[src/rtl/fetch_mem_arbiter_if.sv]
// Bus bundle between fetch_mem_arbiter, its two requesters and instruction memory.
// Ports: slave = arbiter side, master = requesters/memory side (fetch f_*, aux a_*, mem_*, status).
interface fetch_mem_arbiter_if #(
   parameter int DATA_WIDTH    = 32,
   parameter int ADDRESS_WIDTH = 32
);
   logic                       f_req;
   logic [ADDRESS_WIDTH-1:0]   f_addr;
   logic                       f_flush;
   logic                       f_gnt;
   logic                       f_valid;
   logic [4*DATA_WIDTH-1:0]    f_data;
   logic                       a_req;
   logic [ADDRESS_WIDTH-1:0]   a_addr;
   logic                       a_gnt;
   logic                       a_valid;
   logic [4*DATA_WIDTH-1:0]    a_data;
   logic                       mem_rd_en;
   logic [ADDRESS_WIDTH-1:0]   mem_addr;
   logic                       mem_abort;
   logic [4*DATA_WIDTH-1:0]    mem_dout;
   logic                       mem_dout_valid;
   logic                       busy;
   logic                       err_timeout;

   modport slave (
      input  f_req, f_addr, f_flush, a_req, a_addr,
      input  mem_dout, mem_dout_valid,
      output f_gnt, f_valid, f_data, a_gnt, a_valid, a_data,
      output mem_rd_en, mem_addr, mem_abort, busy, err_timeout
   );

   modport master (
      output f_req, f_addr, f_flush, a_req, a_addr,
      output mem_dout, mem_dout_valid,
      input  f_gnt, f_valid, f_data, a_gnt, a_valid, a_data,
      input  mem_rd_en, mem_addr, mem_abort, busy, err_timeout
   );
endinterface

[src/rtl/fetch_mem_arbiter.sv]
// Round-robin arbiter sharing one instruction-memory port between fetch and an aux requester.
// Ports: clk, reset (sync, active-high), bus (fetch_mem_arbiter_if.slave).
// Optional macro FETCH_ARB_TIMEOUT_EN adds a BUSY watchdog limited by TIMEOUT_CYCLES.
module fetch_mem_arbiter #(
   parameter int DATA_WIDTH     = 32,
   parameter int ADDRESS_WIDTH  = 32,
   parameter int TIMEOUT_CYCLES = 15
) (
   input  logic               clk,
   input  logic               reset,
   fetch_mem_arbiter_if.slave bus
);
   localparam int BW = 4 * DATA_WIDTH;

   typedef enum logic [1:0] {IDLE, BUSY_F, BUSY_A} state_t;

   state_t                   state;
   logic                     last_gnt;
   logic [ADDRESS_WIDTH-1:0] addr_q;
   logic [BW-1:0]            f_data_q;
   logic [BW-1:0]            a_data_q;
   logic                     f_gnt_q;
   logic                     a_gnt_q;
   logic                     f_valid_q;
   logic                     a_valid_q;
   logic                     abort_q;
   logic                     f_ok;
   logic                     f_kill;
   logic                     wd_hit;
   logic                     wd_fire;

   if (TIMEOUT_CYCLES < 1 || TIMEOUT_CYCLES > 255) begin : g_bad_timeout
      $error("TIMEOUT_CYCLES must be within 1..255");
   end

   // A redirect in the same cycle as the request cancels it.
   assign f_ok   = bus.f_req && !bus.f_flush;
   assign f_kill = (state == BUSY_F) && bus.f_flush;

`ifdef FETCH_ARB_TIMEOUT_EN
   localparam logic [7:0] WD_LIM = 8'(TIMEOUT_CYCLES);
   localparam logic [7:0] WD_PRE = 8'(TIMEOUT_CYCLES - 1);

   logic [7:0] wd_cnt;
   logic       err_q;

   // wd_fire registers the abort/err pulse; the FSM leaves on the wd_hit cycle.
   assign wd_hit  = (state != IDLE) && (wd_cnt == WD_LIM);
   assign wd_fire = (state != IDLE) && !bus.mem_dout_valid &&
                    !f_kill && (wd_cnt == WD_PRE);

   always_ff @(posedge clk) begin
      if (reset) begin
         wd_cnt <= '0;
         err_q  <= 1'b0;
      end else begin
         err_q <= wd_fire;
         if (state == IDLE)
            wd_cnt <= '0;
         else if (!bus.mem_dout_valid)
            wd_cnt <= wd_cnt + 8'd1;
      end
   end

   assign bus.err_timeout = err_q;
`else
   assign wd_hit          = 1'b0;
   assign wd_fire         = 1'b0;
   assign bus.err_timeout = 1'b0;
`endif

   always_ff @(posedge clk) begin
      if (reset) begin
         state     <= IDLE;
         last_gnt  <= 1'b1;
         addr_q    <= '0;
         f_data_q  <= '0;
         a_data_q  <= '0;
         f_gnt_q   <= 1'b0;
         a_gnt_q   <= 1'b0;
         f_valid_q <= 1'b0;
         a_valid_q <= 1'b0;
         abort_q   <= 1'b0;
      end else begin
         f_gnt_q   <= 1'b0;
         a_gnt_q   <= 1'b0;
         f_valid_q <= 1'b0;
         a_valid_q <= 1'b0;
         abort_q   <= 1'b0;
         unique case (state)
            IDLE: begin
               // last_gnt = 1 means aux went last, so fetch wins a tie.
               if (f_ok && (!bus.a_req || last_gnt)) begin
                  state    <= BUSY_F;
                  f_gnt_q  <= 1'b1;
                  last_gnt <= 1'b0;
                  addr_q   <= {bus.f_addr[ADDRESS_WIDTH-1:2], 2'b00};
               end else if (bus.a_req) begin
                  state    <= BUSY_A;
                  a_gnt_q  <= 1'b1;
                  last_gnt <= 1'b1;
                  addr_q   <= {bus.a_addr[ADDRESS_WIDTH-1:2], 2'b00};
               end
            end
            BUSY_F, BUSY_A: begin
               if (wd_hit) begin
                  state <= IDLE;
               end else if (f_kill) begin
                  abort_q <= 1'b1;
                  state   <= IDLE;
               end else if (bus.mem_dout_valid) begin
                  state <= IDLE;
                  if (state == BUSY_F) begin
                     f_data_q  <= bus.mem_dout;
                     f_valid_q <= 1'b1;
                  end else begin
                     a_data_q  <= bus.mem_dout;
                     a_valid_q <= 1'b1;
                  end
               end else if (wd_fire) begin
                  abort_q <= 1'b1;
               end
            end
            default: state <= IDLE;
         endcase
      end
   end

   assign bus.f_gnt     = f_gnt_q;
   assign bus.a_gnt     = a_gnt_q;
   assign bus.f_valid   = f_valid_q;
   assign bus.a_valid   = a_valid_q;
   assign bus.f_data    = f_data_q;
   assign bus.a_data    = a_data_q;
   assign bus.mem_addr  = addr_q;
   assign bus.mem_abort = abort_q;
   assign bus.mem_rd_en = (state != IDLE);
   assign bus.busy      = (state != IDLE);
endmodule

[src/flat_wrapper.sv]
// flat-port wrapper written by rule: the top's interface ports become plain ports
module fetch_mem_arbiter_flat 
#(
   parameter int DATA_WIDTH     = 32,
   parameter int ADDRESS_WIDTH  = 32,
   parameter int TIMEOUT_CYCLES = 15
)
  (clk, reset, bus_f_req, bus_f_addr, bus_f_flush, bus_a_req, bus_a_addr, bus_mem_dout, bus_mem_dout_valid, bus_f_gnt, bus_f_valid, bus_f_data, bus_a_gnt, bus_a_valid, bus_a_data, bus_mem_rd_en, bus_mem_addr, bus_mem_abort, bus_busy, bus_err_timeout);
  fetch_mem_arbiter_if #(.DATA_WIDTH(DATA_WIDTH), .ADDRESS_WIDTH(ADDRESS_WIDTH)) bus_i ();
  input  logic clk;
  input  logic reset;
  input wire logic [$bits(bus_i.f_req)-1:0] bus_f_req;
  input wire logic [$bits(bus_i.f_addr)-1:0] bus_f_addr;
  input wire logic [$bits(bus_i.f_flush)-1:0] bus_f_flush;
  input wire logic [$bits(bus_i.a_req)-1:0] bus_a_req;
  input wire logic [$bits(bus_i.a_addr)-1:0] bus_a_addr;
  input wire logic [$bits(bus_i.mem_dout)-1:0] bus_mem_dout;
  input wire logic [$bits(bus_i.mem_dout_valid)-1:0] bus_mem_dout_valid;
  output wire logic [$bits(bus_i.f_gnt)-1:0] bus_f_gnt;
  output wire logic [$bits(bus_i.f_valid)-1:0] bus_f_valid;
  output wire logic [$bits(bus_i.f_data)-1:0] bus_f_data;
  output wire logic [$bits(bus_i.a_gnt)-1:0] bus_a_gnt;
  output wire logic [$bits(bus_i.a_valid)-1:0] bus_a_valid;
  output wire logic [$bits(bus_i.a_data)-1:0] bus_a_data;
  output wire logic [$bits(bus_i.mem_rd_en)-1:0] bus_mem_rd_en;
  output wire logic [$bits(bus_i.mem_addr)-1:0] bus_mem_addr;
  output wire logic [$bits(bus_i.mem_abort)-1:0] bus_mem_abort;
  output wire logic [$bits(bus_i.busy)-1:0] bus_busy;
  output wire logic [$bits(bus_i.err_timeout)-1:0] bus_err_timeout;
  assign bus_i.f_req = bus_f_req;
  assign bus_i.f_addr = bus_f_addr;
  assign bus_i.f_flush = bus_f_flush;
  assign bus_i.a_req = bus_a_req;
  assign bus_i.a_addr = bus_a_addr;
  assign bus_i.mem_dout = bus_mem_dout;
  assign bus_i.mem_dout_valid = bus_mem_dout_valid;
  assign bus_f_gnt = bus_i.f_gnt;
  assign bus_f_valid = bus_i.f_valid;
  assign bus_f_data = bus_i.f_data;
  assign bus_a_gnt = bus_i.a_gnt;
  assign bus_a_valid = bus_i.a_valid;
  assign bus_a_data = bus_i.a_data;
  assign bus_mem_rd_en = bus_i.mem_rd_en;
  assign bus_mem_addr = bus_i.mem_addr;
  assign bus_mem_abort = bus_i.mem_abort;
  assign bus_busy = bus_i.busy;
  assign bus_err_timeout = bus_i.err_timeout;
  fetch_mem_arbiter #(.DATA_WIDTH(DATA_WIDTH), .ADDRESS_WIDTH(ADDRESS_WIDTH), .TIMEOUT_CYCLES(TIMEOUT_CYCLES)) u_core (.clk(clk), .reset(reset), .bus(bus_i));
endmodule
[config.mk]
export PLATFORM = sky130hd
export DESIGN_NAME = fetch_mem_arbiter_flat
export DESIGN_NICKNAME = d
export VERILOG_FILES = /design/src/rtl/fetch_mem_arbiter_if.sv /design/src/rtl/fetch_mem_arbiter.sv /design/src/flat_wrapper.sv
export SDC_FILE = /design/constraint.sdc
export NUM_CORES = 1
export LEC_CHECK = 0
export BUFFER_PORTS_ARGS = -buffer_cell sky130_fd_sc_hd__buf_4
export CAP_MARGIN = 20
export CORE_AREA = 2 2 192 194
export DETAILED_ROUTE_END_ITERATION = 10
export DIE_AREA = 0 0 194 196
export PLACE_DENSITY_LB_ADDON = 0.15
export SLEW_MARGIN = 20
export SYNTH_ARGS = -nofsm -noshare
export SYNTH_HDL_FRONTEND = slang
export SYNTH_SLANG_ARGS = --single-unit
[constraint.sdc]
create_clock -name clk -period 3 [get_ports clk]
set_input_delay 0.3 -clock clk [delete_from_list [all_inputs] [get_ports clk]]
set_output_delay 0.3 -clock clk [all_outputs]
set_load 0.005 [all_outputs]
# Word-level counts from Yosys, hierarchy flattened
# Cells that the tools add are included.
[word_totals]
reg_bits = 296
latchBits = 0
mem_bits_rw = 0
rom_bits = 0
input_bits = 198
output_inout_bits = 296
elab_cells = 51
mem_count = 0
[op_classes]
addsub = 0
mul = 0
div_mod_pow = 0
order_cmp = 0
n_eq_ne = 4
n_shift = 0
mux = 14
bitwise = 5
reduce_logical = 18
[op_table]
columns = ["op", "count"]
rows = [
  ["2-to-1 mux 32 bit", 2],
  ["2-to-1 mux 2 bit", 4],
  ["AND reduction 4 bit", 2],
  ["2-to-1 mux 1 bit", 7],
  ["!= test 3 x 2 -> 1 bit (second input constant)", 2],
  ["OR reduction 2 bit", 3],
  ["inverter 1 bit", 5],
  ["one-hot mux 2 bit (2 select lines)", 1],
  ["AND reduction 2 bit", 2],
  ["nonzero test 2 bit", 2],
  ["OR reduction 4 bit", 1],
  ["logical AND 1 bit", 3],
  ["OR reduction 3 bit", 1],
  ["equality test 2 x 1 -> 1 bit (second input constant)", 1],
  ["equality test 2 bit (second input constant)", 1],
  ["logical NOT 1 bit", 2],
  ["logical NOT 2 bit", 1],
  ["logical OR 1 bit", 1],
]

# Depth between registers and ports, before layout
# Gate-level depths: netlist of the first run.
[logic_depth]
word_depth = 5
depth_mapped = 8
mapped_depth_nobuf = 6

# Worst setup path after synthesis of the first run
# No wires, ideal clock.
[synth_path]
path_kind = "reg2reg"
start = "reg u_core.state[0]"
end = "reg u_core.a_data_q[62] (netlist: u_core.bus.a_data[62])"
t_arrival_ps = 1374
required_ps = 2868
path_slack_ps = 1494
stages_incl_launch_ff = 9
path_cell_list = "dfxtp_1 -> inv_1 -> ha_1 -> nand2_1 -> or2_1 -> buf_2 -> buf_2 -> nand2_1 -> a21oi_1"
[synth_via]
elab_chain_len = 4
word_cells_on_any_way = 7
[synth_lines]
columns = ["element", "line", "rtl"]
rows = [
  ["start: declaration", "fetch_mem_arbiter.sv:17", "state_t state;"],
  ["start signal: assignment", "fetch_mem_arbiter.sv:74", "state <= IDLE;"],
  ["start signal: assignment", "fetch_mem_arbiter.sv:94", "state <= BUSY_F;"],
  ["start signal: assignment", "fetch_mem_arbiter.sv:99", "state <= BUSY_A;"],
  ["equality test 2 x 1 -> 1 bit", "fetch_mem_arbiter.sv:38, fetch_mem_arbiter.sv:90, fetch_mem_arbiter.sv:113", ""],
  ["logical AND 1 bit", "fetch_mem_arbiter.sv:38", "assign f_kill = (state == BUSY_F) && bus.f_flush;"],
  ["inverter 1 bit (no source line)", "n/a", ""],
  ["AND reduction 4 bit (no source line) *", "n/a", ""],
  ["end signal: assignment", "fetch_mem_arbiter.sv:117", "a_data_q <= bus.mem_dout;"],
  ["end: declaration", "fetch_mem_arbiter.sv:21", "logic [BW-1:0] a_data_q;"],
]
# Mark *: on every way between the ends. The rest lies on a longest branch, timed or not.
# A chain may end at the register's enable or synchronous reset.

# Worst setup path in the final report of the first run
[layout_path]
start = "reg u_core.state[0]"
end = "reg u_core.a_data_q[41] (netlist: u_core.bus.a_data[41])"
# Same word-level chain as after synthesis.

==> summary.txt, run 1 <==
Status: completed
Core Area: 36,100 um^2
Residual DRC: 0
Max Freq: 492 MHz
Vias per inst: 4.55
Clock Tree Buf Depth: 3
Final hold vios: 0
Hold Crit Start: bus_mem_dout[12]
P per Cell Area: 599 nW/um^2
Crit end category: flip-flop
Largest net degree at the start of global routing: 136
Sink Count: 294
DPL Wire Length: 24,600 um
Fillers: 3,689
Crit path from: u_core.state[0]$_SDFFE_PP0P_
Final #Nets: 2,001
Synth Warn #: 0
Min cycle time layout: 2.03 ns
RR Startpoint: u_core.state[0]$_SDFFE_PP0P_
Root buffer cell: clkbuf_16
Setup TNS Final: 0 ns
Post-Synthesis Cells: 1,321
Total power draw: 0.00952 W
Hold crit path type: in2reg
Antenna violations before repair: 0
Initial Utilization: 0.288
Sequential area share after synthesis: 0.567
Distinct cells, synth: 23
# port buffers: 486
FP Rows: 70
RSZ-0062 raised after global routing: false
Crit start category: flip-flop
Overflow after GRT: 0
Worst setup path class: reg2reg
CP max stage delay: 0.50 ns
Peak supply drop: 0.433 mV
Synthesized cell area: 10,400 um^2
Leak pwr: 6.64 nW
Area Overhead vs Synth: 52.9%
CTS tree: built
CTS resizes: 0
Worst skew pair latency: 0.52 ns
Mean Syn Cell Area: 7.86 um^2
Final WL: 36,500 um
Worst path slowest cell: or2_4
CP cell instances: inv_1, ha_1, nand2_1, or2_4, buf_12, nand2_1, a21oi_1
GPL Wtd Cong: 0.754
Top cells by area, synth: dfxtp_1 (57%), nand2_1 (21%), a21oi_1 (12%)
Antenna cell count: 0
Detailed-route via count: 10,400
Clock Skew: 0.0143 ns
Fin crit share: 0.677
Max Slew Vio Count: 0
Post-synth top area share: 0.567
Die area: 38,000 um^2
Num ports: 494
H-tree Lvls: 2
Arr. time, crit path: 2.46 ns
GRT Total Usage: 0.186
Share of cells above drive strength 1: 0.306
Wire per inst: 16.0 um
Yosys top cell by area: dfxtp_1
Synth Register Bits: 294
Max-cap viol count: 0
Slew @ Worst Pin: 0.989 ns
Global-route wire length before repair: 56,500 um
Worst slew margin: 0.340
Drt first pass iters: 7
CP Data Required Time: 3.43 ns
Antenna Nets Post-Route: 0
Initial DRC Count: 436
Vias in the first global route: 10,100
Crit-path most repeated cell: nand2_1
Final setup viols: 0
Clock-pin slew on the worst setup and hold paths: 0.06 ns
Die Ht: 196 um
Die width: 194 um
Total CTS buffers: 35
Crit Path Max Fanout: 44
per-stage QoR:
step | utilization | setup slack, ns | std cells | cell area [um^2] | hold WS (ns)
floorplan | - | 1.49 | 1323 | 10400 | 0.436
global placement | 0.399 | 0.979 | 2189 | 14400 | 0.442
detailed placement | 0.399 | 0.958 | 2189 | 14400 | 0.447
CTS | 0.440 | 0.930 | 2287 | 15900 | 0.000239
global route | 0.440 | 0.773 | 2287 | 15900 | 0.0153
finish | 0.440 | 0.969 | 2287 | 15900 | 0.0335
registers in the layout (all words and copies together) (netlist names):
name,cells
u_core.bus.a_gnt,1
u_core.bus.a_data,128
u_core.bus.f_data,128
u_core.bus.a_valid,1
u_core.state,2
u_core.bus.f_gnt,1
u_core.bus.f_valid,1
u_core.bus.mem_addr,30
u_core.last_gnt,1
u_core.bus.mem_abort,1
cell usage after synthesis:
library cell,n
nand2_1,575
dfxtp_1,294
a21oi_1,257
buf_2,64
clkbuf_1,37
nor2_1,36
a311oi_1,30
buf_4,5
inv_1,4
nand2b_1,3
and3b_1,2
ha_1,2
o21a_1,2
conb_1,1
nand3b_1,1
nor2b_2,1
nor4_1,1
o21ai_1,1
o22ai_1,1
o31ai_1,1
o32ai_1,1
or2_1,1
or4b_1,1
routing by layer:
layer / wire length, um / vias up / global-route usage / share of wire
li1: - / 5226 / - / -
met5: 0 / - / 0 / 0
met3: 2940 / 72 / 0.0584 / 0.080
met4: 1260 / 0 / 0.0777 / 0.035
met1: 14800 / 4766 / 0.221 / 0.41
met2: 17500 / 351 / 0.309 / 0.48
worst max-delay path: cells and delay by family, from the launching register on:
| family | cells | cell delay, ns |
|---|---|---|
| AO/OA/AOI/OAI | 1 | 0.14 |
| buffers and inverters | 2 | 0.35 |
| AND/OR/NAND/NOR | 3 | 0.72 |
| flip-flops | 1 | 0.36 |
| adder cells (fa/ha/maj) | 1 | 0.31 |
placed cells by master, fill, tap and decap left out, types with 4 or more instances in the layout:
cell type,count
inv_1,4
a21oi_1,257
buf_4,494
clkbuf_16,37
nor2_1,35
dfxtp_1,294
buf_12,9
nand2_1,575
a311oi_1,30
clkbuf_8,5
clkbuf_1,8
dlygate4sd3_1,43
path summary, 6_finish.rpt:
kind,to,slack (ns),depth (start not counted)
worst max-delay path,u_core.bus.a_data[41]$_SDFFE_PP0P_,0.97,7
worst min-delay path,u_core.bus.a_data[12]$_SDFFE_PP0P_,0.03,3
worst max register to register,u_core.bus.a_data[41]$_SDFFE_PP0P_,0.97,7
worst min register to register,u_core.bus.f_data[78]$_SDFFE_PP0P_,0.45,2
final cells by class:
| type | instances | area [um^2] | share of cell area |
|---|---|---|---|
| Multi-Input combinational cell | 919 | 4020 | 0.253 |
| Tap cell | 468 | 586 | 0.0369 |
| Inverter | 4 | 15.0 | 0.000945 |
| Timing Repair Buffer | 547 | 4330 | 0.273 |
| Sequential cell | 294 | 5890 | 0.371 |
| Clock inverter | 6 | 40.0 | 0.00252 |
| Clock buffer | 49 | 1010 | 0.0636 |
where the power goes:
group	internal [W]	switching, W
Sequential	0.00412	0.000107
Combinational	0.000653	0.000670
Clock	0.00234	0.00163
Total	0.00711	0.00241
cells by family (layout without fill, tap and decap cells):
logic type / Yosys count / in the layout / synth area share
and+or+nand+nor: 621 / 621 / 0.228
buffers and inverters: 110 / 606 / 0.0493
other: 1 / 3 / 0.000361
adders and majority gates: 2 / 2 / 0.00241
AOI/OAI and AO/OA: 293 / 293 / 0.153
DFF: 294 / 294 / 0.567
what timing repair did:
action	in CTS	in global routing
hold buffers	43	0
buffers inserted	0	0
hold endpoints to repair	56	0
No activity file was read; power rests on OpenSTA's default activity.
==> inputs of run 2 (changes only) <==
--- a/config.mk
+++ b/config.mk
@@ -5,11 +5,12 @@
 export SDC_FILE = /design/constraint.sdc
 export NUM_CORES = 1
 export LEC_CHECK = 0
+export ABC_AREA = 1
 export BUFFER_PORTS_ARGS = -buffer_cell sky130_fd_sc_hd__buf_4
 export CAP_MARGIN = 20
-export CORE_AREA = 2 2 192 194
+export CORE_AREA = 2 2 190 192
 export DETAILED_ROUTE_END_ITERATION = 10
-export DIE_AREA = 0 0 194 196
+export DIE_AREA = 0 0 192 194
 export PLACE_DENSITY_LB_ADDON = 0.15
 export SLEW_MARGIN = 20
 export SYNTH_ARGS = -nofsm -noshare
==> constraint.sdc (replaced) <==
create_clock -name clk -period 1.9 [get_ports clk]
set_input_delay 0.19 -clock clk [delete_from_list [all_inputs] [get_ports clk]]
set_output_delay 0.19 -clock clk [all_outputs]
set_load 0.005 [all_outputs]
==> run 2 against run 1 <==
First-iteration DRC count shrank 8.7%. Area after synthesis grew 3.7%. Setup slack worse by 0.82 ns. Clock power is 58% higher. Hold slack worse by 0.011 ns. Maximum frequency is 16% higher. Utilization is 5.3 points higher. Cell area is 9.3% higher. Critical endpoint is now u_core.bus.a_data[28]$_SDFFE_PP0P_. Highest routed layer unchanged.
==> summary.txt, run 2 <==
Crit Path Max Fanout: 47 (+6.8%)
Final hold vios: 0 (unchanged)
Initial Utilization: 0.306 (+0.0179)
Clock Tree Buf Depth: 3 (unchanged)
Area Overhead vs Synth: 61.3%
Sequential area share after synthesis: 0.547 (-0.0201)
Synth cell count leaders: nor2_1 (353), dfxtp_1 (294), o21ai_0 (251)
Setup TNS Final: 0 ns (unchanged)
Post-synth EDFFs: 0 (unchanged)
Die width: 192 um (-1.0%)
CP Data Required Time: 2.29 ns (-1.14 ns)
Most common cell after layout, fill and taps aside: buf_4
Synth Warn #: 0 (unchanged)
Largest net degree at the start of global routing: 119 (-13%)
Drt first pass iters: 4 (-3)
Worst setup path class: reg2reg
Share of async-settable or async-resettable flops after synthesis: 0 (unchanged)
Max Slew Vio Count: 0 (unchanged)
RSZ-0062 raised after global routing: false
# port buffers: 486 (unchanged)
Post-Synthesis Cells: 1,417 (+7.3%)
Leak pwr: 8.12 nW (+22%)
Clock Skew: 0.0101 ns (-0.00413 ns)
Share of cells above drive strength 1: 0.280 (-0.0262)
Fillers: 3,479 (-5.7%)
Arr. time, crit path: 2.13 ns (-0.33 ns)
Clock-pin slew on the worst setup and hold paths: 0.06 ns (about the same)
Layout Utilization: 0.493 (+0.0528)
Synthesized cell area: 10,800 um^2 (+3.7%)
Top cells by area, synth: dfxtp_1 (55%), nor2_1 (12%), o21ai_0 (12%)
Mean Syn Cell Area: 7.60 um^2 (-3.3%)
Vias per inst: 4.40 (-3.4%)
Antenna Nets Post-Route: 0 (unchanged)
DPL Wire Length: 25,700 um (+4.6%)
Final WL: 38,000 um (+4.0%)
Peak supply drop: 0.574 mV (+33%)
Final instance area: 17,400 um^2 (+9.3%)
Final setup viols: 0 (unchanged)
Antenna cell count: 0 (unchanged)
Vias in the first global route: 10,300 (+2.6%)
Fin crit share: 0.920 (+0.243)
Total CTS buffers: 35 (unchanged)
Crit end category: flip-flop
Hold crit path type: in2reg
Yosys top cell by area: dfxtp_1
Num ports: 494 (unchanged)
Overflow after GRT: 0 (unchanged)
Synth Register Bits: 294 (unchanged)
Die Ht: 194 um (-1.0%)
Wire per inst: 15.3 um (-4.1%)
Root buffer cell: clkbuf_16
Sink Count: 294 (unchanged)
Crit start category: flip-flop
Distinct cells, synth: 21 (-8.7%)
CTS tree: built
Max-cap viol count: 0 (unchanged)
P per Cell Area: 899 nW/um^2 (+50%)
Residual DRC: 0 (unchanged)
Status: completed
GRT Total Usage: 0.192 (+0.00633)
FP Rows: 69 (-1.4%)
Antenna violations before repair: 0 (unchanged)
H-tree Lvls: 2 (unchanged)
Post-synth top area share: 0.547 (-0.0201)
Detailed-route via count: 10,900 (+4.7%)
Global-route wire length before repair: 57,100 um (+0.96%)
Core Area: 35,200 um^2 (-2.4%)
Worst skew pair latency: 0.49 ns (-0.03 ns)
Max Freq: 572 MHz (+16%)
GPL Wtd Cong: 0.807 (+6.9%)
Final #Nets: 2,199 (+9.9%)
Area post-placement: 14,900 um^2 (+3.2%)
Initial DRC Count: 398 (-8.7%)
Die area: 37,200 um^2 (-2.0%)
Commonest non-fill, non-tap cells in the layout: buf_4 (489), nor2_1 (353), dfxtp_1 (293)
Most common cell in the netlist: nor2_1
Primary FF master, synth: dfxtp_1
Min cycle time layout: 1.75 ns (-0.284 ns)
[run 2: cell types whose count changed after synthesis, moves of 4 or more]
cell      delta
inv_1      +161
a21oi_1    -127
nand2_1    -505
clkbuf_1     +6
a311oi_1    -30
nor2_1     +317
inv_2        +4
o21ai_0    +251
o21ai_1     +35
buf_2       -18
buf_4        +5
[run 2: final timing paths]
kind	endpoint	slack, ns	start	depth (start not counted)
worst max-delay path	u_core.bus.a_data[28]$_SDFFE_PP0P_	0.15	u_core.state[0]$_SDFFE_PP0P_	8
worst min-delay path	u_core.bus.mem_addr[14]$_SDFFE_PP0P_	0.02	bus_a_addr[14]	5
worst max register to register	u_core.bus.a_data[28]$_SDFFE_PP0P_	0.15	u_core.state[0]$_SDFFE_PP0P_	8
worst min register to register	u_core.bus.f_data[123]$_SDFFE_PP0P_	0.44	u_core.bus.f_data[123]$_SDFFE_PP0P_	2
[run 2: layout make-up]
type	count	area, um^2	area share
Inverter	169	642	0.0370
Timing Repair Buffer	646	5420	0.312
Tap cell	461	577	0.0332
Sequential cell	294	5890	0.339
Clock inverter	8	72.6	0.00418
Clock buffer	48	985	0.0567
Multi-Input combinational cell	853	3790	0.218
[run 2: logic make-up (layout without fill, tap and decap cells)]
logic type,count (synthesis),after routing,share of synthesized area
and+or+nand+nor,430,430,0.152
AOI/OAI and AO/OA,418,418,0.195
DFF,294,294,0.547
buffers and inverters,272,871,0.104
adders and majority gates,2,2,0.00232
other,1,3,0.000348
[run 2: routing by layer]
metal,global-route usage,up-vias,share of wire
li1,-,5621,-
met1,0.229,4849,0.41
met2,0.322,374,0.47
met3,0.0619,64,0.090
met4,0.0679,0,0.031
met5,0,-,0
[run 2: report_power, final]
group / switching (W) / internal [W]
logic: 0.00121 / 0.00131
clock network: 0.00253 / 0.00374
registers: 0.000218 / 0.00660
[run 2: stage by stage]
stage | total power [W] | cells | hold WS [ns] | setup WS [ns]
after floorplan | 0.00784 | 1419 | 0.259 | 0.457
after global placement | 0.00919 | 2281 | 0.421 | 0.253
after detailed placement | 0.00921 | 2281 | 0.424 | 0.171
after CTS | 0.0158 | 2477 | 0.00256 | 0.147
after global routing | 0.0163 | 2479 | 0.0237 | 0.0244
final | 0.0156 | 2479 | 0.0225 | 0.153
[run 2: critical path, stage by stage (launching register included)]
cell	delay [ns]
dfxtp_2	0.35
inv_1	0.04
ha_1	0.30
nand2_1	0.10
nor2_4	0.24
inv_4	0.15
buf_12	0.20
nor2_1	0.14
nor2_1	0.06
[run 2: timing repair]
item | 4_1_cts | 5_1_grt
gates resized for setup | 0 | 2
buffers inserted | 0 | 1
endpoints found under the setup margin | 0 | 8
endpoints found under the hold margin | 262 | 0
hold buffers | 140 | 0
==> inputs of run 3 (changes only) <==
--- a/config.mk
+++ b/config.mk
@@ -12,6 +12,7 @@
 export DETAILED_ROUTE_END_ITERATION = 10
 export DIE_AREA = 0 0 192 194
 export PLACE_DENSITY_LB_ADDON = 0.15
+export SETUP_SLACK_MARGIN = 0.4
 export SLEW_MARGIN = 20
 export SYNTH_ARGS = -nofsm -noshare
 export SYNTH_HDL_FRONTEND = slang
==> run 3 against run 2 <==
Maximum frequency is 11% higher. Sequential share of layout area down 2.5 points. Cell area is 8.0% higher. Critical path type unchanged. Largest cell class is now non-clock buffers. Highest routed layer unchanged.
==> summary.txt, run 3 (synthesis results as in run 2) <==
FP Rows: 69 (unchanged)
Die area: 37,200 um^2 (unchanged)
WHS: 0.0215 ns (-0.000924 ns)
Final setup viols: 0 (unchanged)
Clock Skew: 0.00905 ns (-0.00110 ns)
CP max stage delay: 0.35 ns (about the same)
Antenna Nets Post-Route: 0 (unchanged)
GR Layer Usage met3: 0.0652 (+0.00326)
H-tree Lvls: 2 (unchanged)
Clock-pin slew on the worst setup and hold paths: 0.06 ns (about the same)
Initial DRC Count: 543 (+36%)
CP Data Required Time: 2.28 ns (about the same)
Arr. time, crit path: 1.96 ns (-0.17 ns)
CP cell instances: inv_2, ha_4, nand2_4, nor2_4, buf_12, buf_12, inv_16, clkbuf_16, nor2_1, nor2_1
Most common cell after layout, fill and taps aside: buf_4
Max Freq: 633 MHz (+11%)
Max Slew Vio Count: 0 (unchanged)
Root buffer cell: clkbuf_16
Area post-placement: 14,900 um^2 (unchanged)
Worst path slowest cell: dfxtp_2
Residual DRC: 0 (unchanged)
Num ports: 494 (unchanged)
Detailed-route via count: 11,400 (+4.3%)
Sink Count: 294 (unchanged)
Final hold vios: 0 (unchanged)
Largest net degree at the start of global routing: 119 (unchanged)
Share of cells above drive strength 1: 0.349 (+0.0694)
Total CTS buffers: 35 (unchanged)
Crit end category: flip-flop
Core Area: 35,200 um^2 (unchanged)
Global-route wire length before repair: 61,900 um (+8.4%)
Max-cap viol count: 0 (unchanged)
Commonest non-fill, non-tap cells in the layout: buf_4 (491), dfxtp_1 (292), nor2_1 (265)
GPL Wtd Cong: 0.807 (unchanged)
Setup TNS Final: 0 ns (unchanged)
Final instance area: 18,800 um^2 (+8.0%)
Die width: 192 um (unchanged)
Clock Tree Buf Depth: 3 (unchanged)
Fillers: 3,340 (-4.0%)
Hold crit path type: in2reg
Area occupied by multi-input gates: 4220 um^2 (+11%)
Vias in the first global route: 10,800 (+4.3%)
Total power draw: 0.0164 W (+5.0%)
CTS tree: built
Min cycle time layout: 1.58 ns (-0.168 ns)
Register area: 5890 um^2 (about the same)
RSZ-0062 raised after global routing: true
DPL Wire Length: 25,700 um (unchanged)
Wire per inst: 17.0 um (+11%)
Status: completed
Fin crit share: 0.831 (-0.0886)
Crit start category: flip-flop
Area Overhead vs Synth: 74.3%
Overflow after GRT: 0 (unchanged)
Initial Utilization: 0.306 (unchanged)
Peak supply drop: 0.583 mV (+1.5%)
Drt first pass iters: 5 (+1)
# port buffers: 486 (unchanged)
Worst path bufs/invs: 5 (+2)
Worst path top cell family by delay: buffers and inverters
Placed cell count: 2,281 (unchanged)
Met1 Use GR: 0.247 (+0.0183)
GRT met2 Usage: 0.366 (+0.0440)
Worst setup path class: reg2reg
P per Cell Area: 873 nW/um^2 (-2.8%)
Die Ht: 194 um (unchanged)
GRT Total Usage: 0.213 (+0.0216)
Leak pwr: 8.55 nW (+5.3%)
Worst skew pair latency: 0.49 ns (about the same)
Final Instance Count excl. Fillers: 2,520 (+1.7%)
Antenna violations before repair: 0 (unchanged)
Final #Nets: 2,239 (+1.8%)
Crit Path Max Fanout: 8 (-83%)
Busiest grt layer: met2
Final WL: 42,900 um (+13%)
Vias per inst: 4.51 (+2.6%)
-- run 3: stage by stage --
| stage | util | setup slack (ns) |
|---|---|---|
| global placement | 0.422 | 0.253 |
| floorplan | - | 0.457 |
| finish | 0.533 | 0.321 |
| detailed placement | 0.422 | 0.171 |
| global route | 0.533 | 0.235 |
| CTS | 0.513 | 0.307 |
-- run 3: routing by layer --
layer | share of wire | vias up | wire length (um)
met1 | 0.40 | 5117 | 17200
met2 | 0.48 | 446 | 20400
met5 | 0 | - | 0
met3 | 0.088 | 83 | 3760
li1 | - | 5731 | -
met4 | 0.035 | 0 | 1500
-- run 3: final cells by class --
cell class                 instances  area share
timing repair buffer             684       0.337
sequential                       294       0.314
multi-input combinational        853       0.225
clock buffer                      48      0.0525
inverter                         169      0.0352
tap                              461      0.0307
clock inverter                     8     0.00387
timing repair inverter             2     0.00193
antenna                            1    0.000133
-- run 3: final timing paths --
path,end,start,slack (ns),cells past startpoint
worst max-delay path,u_core.bus.a_data[43]$_SDFFE_PP0P_,u_core.state[0]$_SDFFE_PP0P_,0.32,10
worst min-delay path,u_core.bus.mem_addr[14]$_SDFFE_PP0P_,bus_a_addr[14],0.02,5
worst max register to register,u_core.bus.a_data[43]$_SDFFE_PP0P_,u_core.state[0]$_SDFFE_PP0P_,0.32,10
worst min register to register,u_core.bus.f_data[125]$_SDFFE_PP0P_,u_core.bus.f_data[125]$_SDFFE_PP0P_,0.44,2
-- run 3: worst min-delay path: stages --
cell and delay (ns):
buf_4 0.08, nand2_1 0.04, nand2_1 0.05, nor2_1 0.04
nor2_1 0.08
-- run 3: where the power goes --
group,switching (W),internal (W)
Sequential,0.000232,0.00660
Combinational,0.00151,0.00175
Clock,0.00255,0.00374
Total,0.00429,0.0121
-- run 3: what timing repair did --
action / CTS / global route
pin swaps: 9 / 18
hold buffers: 139 / 0
gates cloned: 18 / 10
resized for setup: 56 / 184
hold endpoints to repair: 262 / 0
buffers inserted: 13 / 2
endpoints found under the setup margin: 203 / 284
